### src/rtl/wb_excp_commit.sv
// Writeback / commit stage: registers one instruction from MEM, resolves
// exception, interrupt and ERTN status for the CSR file, performs the CSR
// and register-file writes, and drains upstream beats after every flush.
module wb_excp_commit #(
  parameter int DRAIN_CYCLES = 2
) (
  input  logic        clk,
  input  logic        reset,
  input  logic        ms_valid,
  output logic        ws_allowin,
  input  logic [31:0] ms_pc,
  input  logic [4:0]  ms_excp,
  input  logic [31:0] ms_badv,
  input  logic        ms_is_ertn,
  input  logic [1:0]  ms_csr_op,
  input  logic [13:0] ms_csr_num,
  input  logic [31:0] ms_csr_wval,
  input  logic [31:0] ms_csr_mask,
  input  logic        ms_rf_we,
  input  logic [4:0]  ms_rf_waddr,
  input  logic [31:0] ms_rf_wdata,
  input  logic        has_int,
  input  logic [31:0] excp_pc,
  input  logic [31:0] ertn_pc,
  input  logic [31:0] csr_rdata,
  output logic [13:0] csr_raddr,
  output logic        csr_we,
  output logic [13:0] csr_waddr,
  output logic [31:0] csr_wdata,
  output logic        excp_flush,
  output logic        ertn_flush,
  output logic [5:0]  ecode,
  output logic [8:0]  esubcode,
  output logic [31:0] era_pc,
  output logic        error_badv_we,
  output logic [31:0] badv_wdata,
  output logic        flush,
  output logic [31:0] flush_pc,
  output logic        rf_we,
  output logic [4:0]  rf_waddr,
  output logic [31:0] rf_wdata,
  output logic [31:0] debug_wb_pc,
  output logic [31:0] inst_retired
);

  localparam int CW = (DRAIN_CYCLES > 1) ? $clog2(DRAIN_CYCLES) : 1;

  typedef enum logic {RUN, DRAIN} state_t;

  state_t        state;
  logic [CW-1:0] drain_cnt;
  logic          ws_valid;
  logic [31:0]   ws_pc;
  logic [4:0]    ws_excp;
  logic [31:0]   ws_badv;
  logic          ws_is_ertn;
  logic [1:0]    ws_csr_op;
  logic [13:0]   ws_csr_num;
  logic [31:0]   ws_csr_wval;
  logic [31:0]   ws_csr_mask;
  logic          ws_rf_we;
  logic [4:0]    ws_rf_waddr;
  logic [31:0]   ws_rf_wdata;

  // Every instruction spends exactly one cycle here, so WB is always ready.
  assign ws_allowin = 1'b1;

  // Pipeline register, drain window control and retirement counter.
  // A flush always (re)starts the drain window; the beat presented on the
  // flush edge itself is expected to be cancelled by the upstream stage.
  always_ff @(posedge clk) begin
    if (reset) begin
      state        <= RUN;
      drain_cnt    <= '0;
      ws_valid     <= 1'b0;
      ws_pc        <= '0;
      ws_excp      <= '0;
      ws_badv      <= '0;
      ws_is_ertn   <= 1'b0;
      ws_csr_op    <= '0;
      ws_csr_num   <= '0;
      ws_csr_wval  <= '0;
      ws_csr_mask  <= '0;
      ws_rf_we     <= 1'b0;
      ws_rf_waddr  <= '0;
      ws_rf_wdata  <= '0;
      inst_retired <= '0;
    end else begin
      if (ws_valid && !excp_flush)
        inst_retired <= inst_retired + 32'd1;

      if (flush) begin
        state     <= DRAIN;
        drain_cnt <= CW'(DRAIN_CYCLES - 1);
      end else if (state == DRAIN) begin
        if (drain_cnt == '0)
          state <= RUN;
        else
          drain_cnt <= drain_cnt - CW'(1);
      end

      if (state == RUN && ms_valid && ws_allowin) begin
        ws_valid    <= 1'b1;
        ws_pc       <= ms_pc;
        ws_excp     <= ms_excp;
        ws_badv     <= ms_badv;
        ws_is_ertn  <= ms_is_ertn;
        ws_csr_op   <= ms_csr_op;
        ws_csr_num  <= ms_csr_num;
        ws_csr_wval <= ms_csr_wval;
        ws_csr_mask <= ms_csr_mask;
        ws_rf_we    <= ms_rf_we;
        ws_rf_waddr <= ms_rf_waddr;
        ws_rf_wdata <= ms_rf_wdata;
      end else begin
        ws_valid <= 1'b0;
      end
    end
  end

  assign excp_flush = ws_valid && (has_int || (|ws_excp));
  assign ertn_flush = ws_valid && ws_is_ertn && !excp_flush;
  assign flush      = excp_flush | ertn_flush;

  // Exception code by priority: interrupt, ADEF, INE, SYS, BRK, ALE.
  always_comb begin
    ecode = 6'h00;
    if (excp_flush && !has_int) begin
      if (ws_excp[0])      ecode = 6'h08;
      else if (ws_excp[1]) ecode = 6'h0D;
      else if (ws_excp[2]) ecode = 6'h0B;
      else if (ws_excp[3]) ecode = 6'h0C;
      else if (ws_excp[4]) ecode = 6'h09;
    end
  end

  assign esubcode = 9'd0;
  assign era_pc   = ws_pc;

  // BADV is only written when the winning cause is ADEF or ALE.
  assign error_badv_we = excp_flush && !has_int &&
                         (ws_excp[0] || (ws_excp[4] && !ws_excp[1] && !ws_excp[2] && !ws_excp[3]));
  assign badv_wdata    = ws_excp[0] ? ws_pc : ws_badv;

  assign flush_pc = excp_flush ? excp_pc : (ertn_flush ? ertn_pc : 32'h0);

  // CSR port: csrxchg merges the new value under the mask into the old one.
  assign csr_raddr = ws_csr_num;
  assign csr_waddr = ws_csr_num;
  assign csr_we    = ws_valid && ws_csr_op[1] && !flush;
  assign csr_wdata = (ws_csr_op == 2'd3) ? ((csr_rdata & ~ws_csr_mask) | (ws_csr_wval & ws_csr_mask)) :
                     (ws_csr_op == 2'd2) ? ws_csr_wval : 32'h0;

  // CSR instructions return the old CSR value to rd.
  assign rf_we       = ws_valid && ws_rf_we && !flush;
  assign rf_waddr    = ws_rf_waddr;
  assign rf_wdata    = (ws_csr_op != 2'd0) ? csr_rdata : ws_rf_wdata;
  assign debug_wb_pc = ws_pc;

endmodule

### config.mk
export PLATFORM = sky130hd
export DESIGN_NAME = wb_excp_commit
export DESIGN_NICKNAME = d
export VERILOG_FILES = /design/src/rtl/wb_excp_commit.sv
export SDC_FILE = /design/constraint.sdc
export NUM_CORES = 1
export LEC_CHECK = 0
export ABC_AREA = 0
export CAP_MARGIN = 20
export CORE_AREA = 2 2 221 223
export CTS_CLUSTER_SIZE = 40
export DETAILED_ROUTE_END_ITERATION = 7
export DIE_AREA = 0 0 223 225
export GPL_TIMING_DRIVEN = 0
export HOLD_SLACK_MARGIN = 0.05
export PLACE_DENSITY = 0.51
export SLEW_MARGIN = 20
export SYNTH_ARGS = -nofsm -noshare
export SYNTH_HDL_FRONTEND = slang
export SYNTH_SLANG_ARGS = --single-unit
### constraint.sdc
create_clock -name clk -period 2.58 [get_ports clk]
set_clock_uncertainty 0.1 [all_clocks]
set_input_delay 0.516 -clock clk [delete_from_list [all_inputs] [get_ports clk]]
set_output_delay 0.516 -clock clk [all_outputs]
set_load 0.005 [all_outputs]
* Word level (Yosys, flattened, before mapping) *
Index checks and enable logic that the tools add are counted.

word-level totals
  output and inout port bits = 279
  word-level logic and storage cells = 69
  register bits = 223

cells by class
  mux-type cells = 19
  eq/ne operators = 2
  bitwise gates (word level) = 6
  reduce and logical (&&, ||, !) cells = 25
  add/subtract/negate cells = 2

operators with widths
  cell                     number
  $mux W32                 6
  $and A32 B32 Y32         2
  $add A32 B1 Y32 const B  1
  $not A32 Y32             1
  $or A32 B32 Y32          1
  $mux W4                  6
  $logic_and A1 B1 Y1      14
  $mux W1                  7
  $logic_not A1 Y1         6
  $reduce_or A5 Y1         1
  $eq A2 B2 Y1 const B     2
  $reduce_bool A2 Y1       2
  $logic_or A1 B1 Y1       2
  $not A1 Y1               1
  $or A1 B1 Y1             1
  $sub A1 B1 Y1 const B    1

* Depth between registers and ports, before layout *
  depth after elaboration = 8
  gate-level depth with buffers = 7

* Worst setup path before layout *
No wires, ideal clock.

  kind = input port to output port
  start point = input port has_int
  end point = output port flush_pc[22]
  stages = 5
  data required time = 1.964 ns
  path slack = 0.381 ns
  data arrival time = 1.583 ns
  path through = nor3b_4 and3_1 clkbuf_1 buf_2 a22o_1

between the ends
  word-level cells in the longest chain between the ends = 6

RTL lines
  what                    line  RTL
  start: declaration      22    input logic has_int,
  $logic_or A1 B1 Y1      121   assign excp_flush = ws_valid && (has_int || (|ws_excp));
  $logic_and A1 B1 Y1     121
  $logic_not A1 Y1        122   assign ertn_flush = ws_valid && ws_is_ertn && !excp_flush;
  $logic_and A1 B1 Y1     122
  named net ertn_flush    31    output logic ertn_flush,
  $mux W32 (2 in series)  145   assign flush_pc = excp_flush ? excp_pc : (ertn_flush ? ertn_pc : 32'h0);
  end: declaration        38    output logic [31:0] flush_pc,

The timed path passes the listed nets, and every way through them passes these cells.

* Final worst setup path *
  start point = register ws_excp[1]
  end point = output port flush_pc[10]

between the ends
  word-level cells in the longest chain between the ends = 7

RTL lines
  what                      line  RTL
  start: declaration        54    logic [4:0] ws_excp;
  start signal: assignment  105   ws_excp <= ms_excp;
  $reduce_or A5 Y1 (*)      121
  $logic_or A1 B1 Y1 (*)    121
  $logic_and A1 B1 Y1 (*)   121
  $logic_not A1 Y1          122
  $logic_and A1 B1 Y1       122
  $mux W32                  145
  $mux W32 (*)              145

Mark *: on every way between the ends. The rest lies on a longest branch, timed or not.

==> flow_summary.yaml <==
outcome:
  outcome: "finished with violations"
  violations: "negative setup slack"
timing:
  tightest_slew_ps: 671.7
  relSlewSlack_pct: 55.22
  setup_viol: 33
  final-max-slew-violation-count: 0
  tns_ps: -2048
  fmax_mhz: 366.1
  post-route-min-period_ps: 2732
  setup_slack_ps: -151.7
  timing.final.crit_share_pct: 105.9
  finalHoldViolations: 0
  rsz0062_at_grt: "yes"
  hold_slack_ps: 352.0
grt:
  grt_pass1_vias: 11620
  grt_pass1_wl_mm: 74.00
  grt_antenna_before_repair: 6
  grt_max_degree: 15
  grt-ovfl-total: 0
  grt_usage_pct: 19.53
floorplanning:
  ios: 567
  rows: 80
  dieArea_mm2: 0.05018
  die_w_um: 223
  start_util_pct: 21.97
  die_h_um: 225
  coreArea_mm2: 0.04755
place:
  port_buffers: 554
  gp_congestion: 0.8469
  placed_cell_area_mm2: 0.01680
  dp_hpwl_mm: 39.53
cts:
  clkTransAtPathRegs_ps: 60
  cts_inserted_buffers: 28
  cts_max_level: 1
  clk_latency_ps: 560
  cts_root_buf: "clkbuf_16"
  cts_sinks: 223
  tritoncts: "yes"
  ctsHoldBuffers: 0
  clk_path_buf_depth: 3
drt:
  routed_wl_mm: 52.06
  drtPass1Iterations: 5
  viasPerCell: 4.459
  ant_nets: 0
  drt-wirelength-per-cell_um: 20.01
  remaining_drc_errors: 0
  drt_iter0_drc: 692
  routed-via-count: 11600
layout:
  syn_to_final_growth_pct: 81.05
  fillers: 4822
  multiInputGateArea_mm2: 0.005614
  nNetsFinal: 2255
  drive_above_1_share_pct: 21.26
  final_area_mm2: 0.01891
  regArea_mm2: 0.004487
  final_util_pct: 39.77
setup_path:
  cp_data_required_time_ps: 1960
  timing.reg2reg.setup_slack_ps: 180
  start_kind: "flop"
  cp-end-kind: "primary output"
  arrival_ps: 2120
  crit_path_max_fanout: 5
  critPathKind: "reg2out"
power:
  power_density_mw_per_mm2: 542.2
  seq_power_share_pct: 36.9
  p_sw_share_pct: 25.40
  power.share.combinational_pct: 20.4
  leakagePower_nw: 7.715
  p_sw_mw: 2.604
  ir_drop_mv: 0.3548
  power_mw: 10.25
  clockPowerShare_pct: 42.7
  p_int_mw: 7.648
yosys:
  yosysWarnings: 0
  synth-seq-cells: 223
  syn_area_per_cell_um2: 7.997
  synth_cells: 1306
  syn-cell-area_mm2: 0.01044
  ys_seq_area_share_pct: 42.75
  synth_cell_type_count: 36
hold_path:
  hp-class: "reg2reg"
job:
  maxCapViolCount: 0
==> what timing repair did <==
| item | in CTS | in global routing |
|---|---|---|
| pin swaps | 31 | 23 |
| gates cloned | 6 | 3 |
| gates resized for setup | 558 | 78 |
| endpoints found under the setup margin | 255 | 98 |
| buffers inserted | 50 | 23 |
==> flip-flops by register name, summed over array words and instances (netlist names) <==
name and count:
csr_raddr 14, debug_wb_pc 32, drain_cnt 1, inst_retired 32
rf_waddr 5, state 1, ws_badv 32, ws_csr_mask 32
ws_csr_op 2, ws_csr_wval 32, ws_excp 5, ws_is_ertn 1
ws_rf_wdata 32, ws_rf_we 1, ws_valid 1
==> worst paths after layout <==
check | startpoint | end | depth (start not counted)
max reg2reg | ws_excp[0]$_SDFFE_PP0P_ | inst_retired[30]$_SDFFE_PP0P_ | 13
min | ws_badv[2]$_SDFFE_PP0P_ | ws_badv[2]$_SDFFE_PP0P_ | 2
min reg2reg | ws_badv[2]$_SDFFE_PP0P_ | ws_badv[2]$_SDFFE_PP0P_ | 2
max | ws_excp[1]$_SDFFE_PP0P_ | flush_pc[10] | 7
==> metrics by stage <==
stage / setup WS, ps / cells
CTS: -195.0 / 2588
global placement: -1198 / 2485
detailed placement: -1255 / 2485
finish: -151.7 / 2602
global route: -200.8 / 2602
floorplan: 380.6 / 1316
==> logic make-up (layout without fill, tap and decap cells) <==
kind of cell / count (synthesis) / in the layout / synth area share [%]
compound gates: 263 / 263 / 14.06
xor+xnor: 5 / 5 / 0.4193
fa+ha+maj: 1 / 1 / 0.1198
buf+inv: 156 / 824 / 7.859
flops: 223 / 223 / 42.75
mux: 104 / 104 / 10.83
other cells: 2 / 14 / 0.07191
simple gates: 552 / 553 / 23.89
==> worst max-delay path, stage by stage, from the launching register on <==
cell     delay (ps)
dfxtp_4         360
nor4_4          320
and3_4          270
buf_12          130
buf_6           100
buf_6           110
a22o_1          160
buf_2           130
==> cells in the mapped netlist <==
cell type  instances  share of area [%]
nor4_1             8               0.48
or4_1             11               0.79
nand4_4            1               0.20
nand3_1           10               0.48
and2_1             2               0.12
and3_1             4               0.24
and4_1             5               0.42
conb_1             2              0.072
mux2i_1           32                3.1
nor3b_1            4               0.29
nand4_1            9               0.54
nand2b_1           2               0.12
a22o_1            32                2.7
buf_2              5               0.24
nand2_1          393                 14
buf_4             59                4.2
a21oi_1          211                 10
o31a_2             1              0.096
buf_1             12               0.43
nor3b_4            1               0.18
or3_1              6               0.36
buf_6              1               0.11
xor2_1             5               0.42
ha_1               1               0.12
nor4_4             1               0.20
nor2_1            16               0.58
o31ai_1           11               0.79
or3_2              1              0.072
nor3_1             3               0.14
o21ai_0            8               0.38
nand4_2            1               0.12
clkbuf_1          72                2.6
nor2b_1           74                4.4
dfxtp_1          223                 43
mux2_2            72                7.8
inv_1              7               0.25
==> per-layer routing <==
metal / vias to the layer above / global-route usage, % / wire, µm
li1: 5659 / - / -
met1: 5445 / 21.98 / 20340
met2: 428 / 36.09 / 26520
met3: 66 / 4.342 / 3492
met4: 4 / 6.950 / 1690
met5: - / 0 / 25
==> power groups by stage <==
| stage | sequential [mW] | combinational (mW) | clock (mW) |
|---|---|---|---|
| 3_5_place_dp | 3.85 | 1.88 | 0 |
| 6_report | 3.78 | 2.09 | 4.38 |
| 4_1_cts | 3.78 | 2.04 | 4.50 |
| 5_1_grt | 3.80 | 2.25 | 4.64 |
| 2_1_floorplan | 3.79 | 0.719 | 0 |
| 3_3_place_gp | 3.84 | 1.87 | 0 |
==> layout make-up <==
cell class,count,share of cell area [%]
repair buffers,623,31.52
multi-input cells,938,29.69
flip-flops and latches,223,23.73
plain buffers,145,5.347
clock buffers,38,4.275
well taps,615,4.070
clock inverters,11,1.158
inverters,7,0.1787
diodes,2,0.02647
==> cells in the final DEF, fill, tap and decap left out, drive strengths merged, types with 6 or more instances in the layout <==
master / netlist / routed
clkdlybuf4s50: 0 / 415
nand2: 393 / 393
dfxtp: 223 / 223
buf: 77 / 217
a21oi: 211 / 211
clkbuf: 72 / 121
nor2b: 74 / 74
mux2: 72 / 72
dlygate4sd2: 0 / 38
mux2i: 32 / 32
a22o: 32 / 32
nor2: 16 / 16
clkdlybuf4s15: 0 / 13
conb: 2 / 12
nand4: 11 / 12
o31ai: 11 / 11
or4: 11 / 11
nand3: 10 / 10
nor4: 9 / 9
o21ai: 8 / 8
inv: 7 / 7
or3: 7 / 7
bufinv: 0 / 6
No activity file was read; power rests on OpenSTA's default activity.
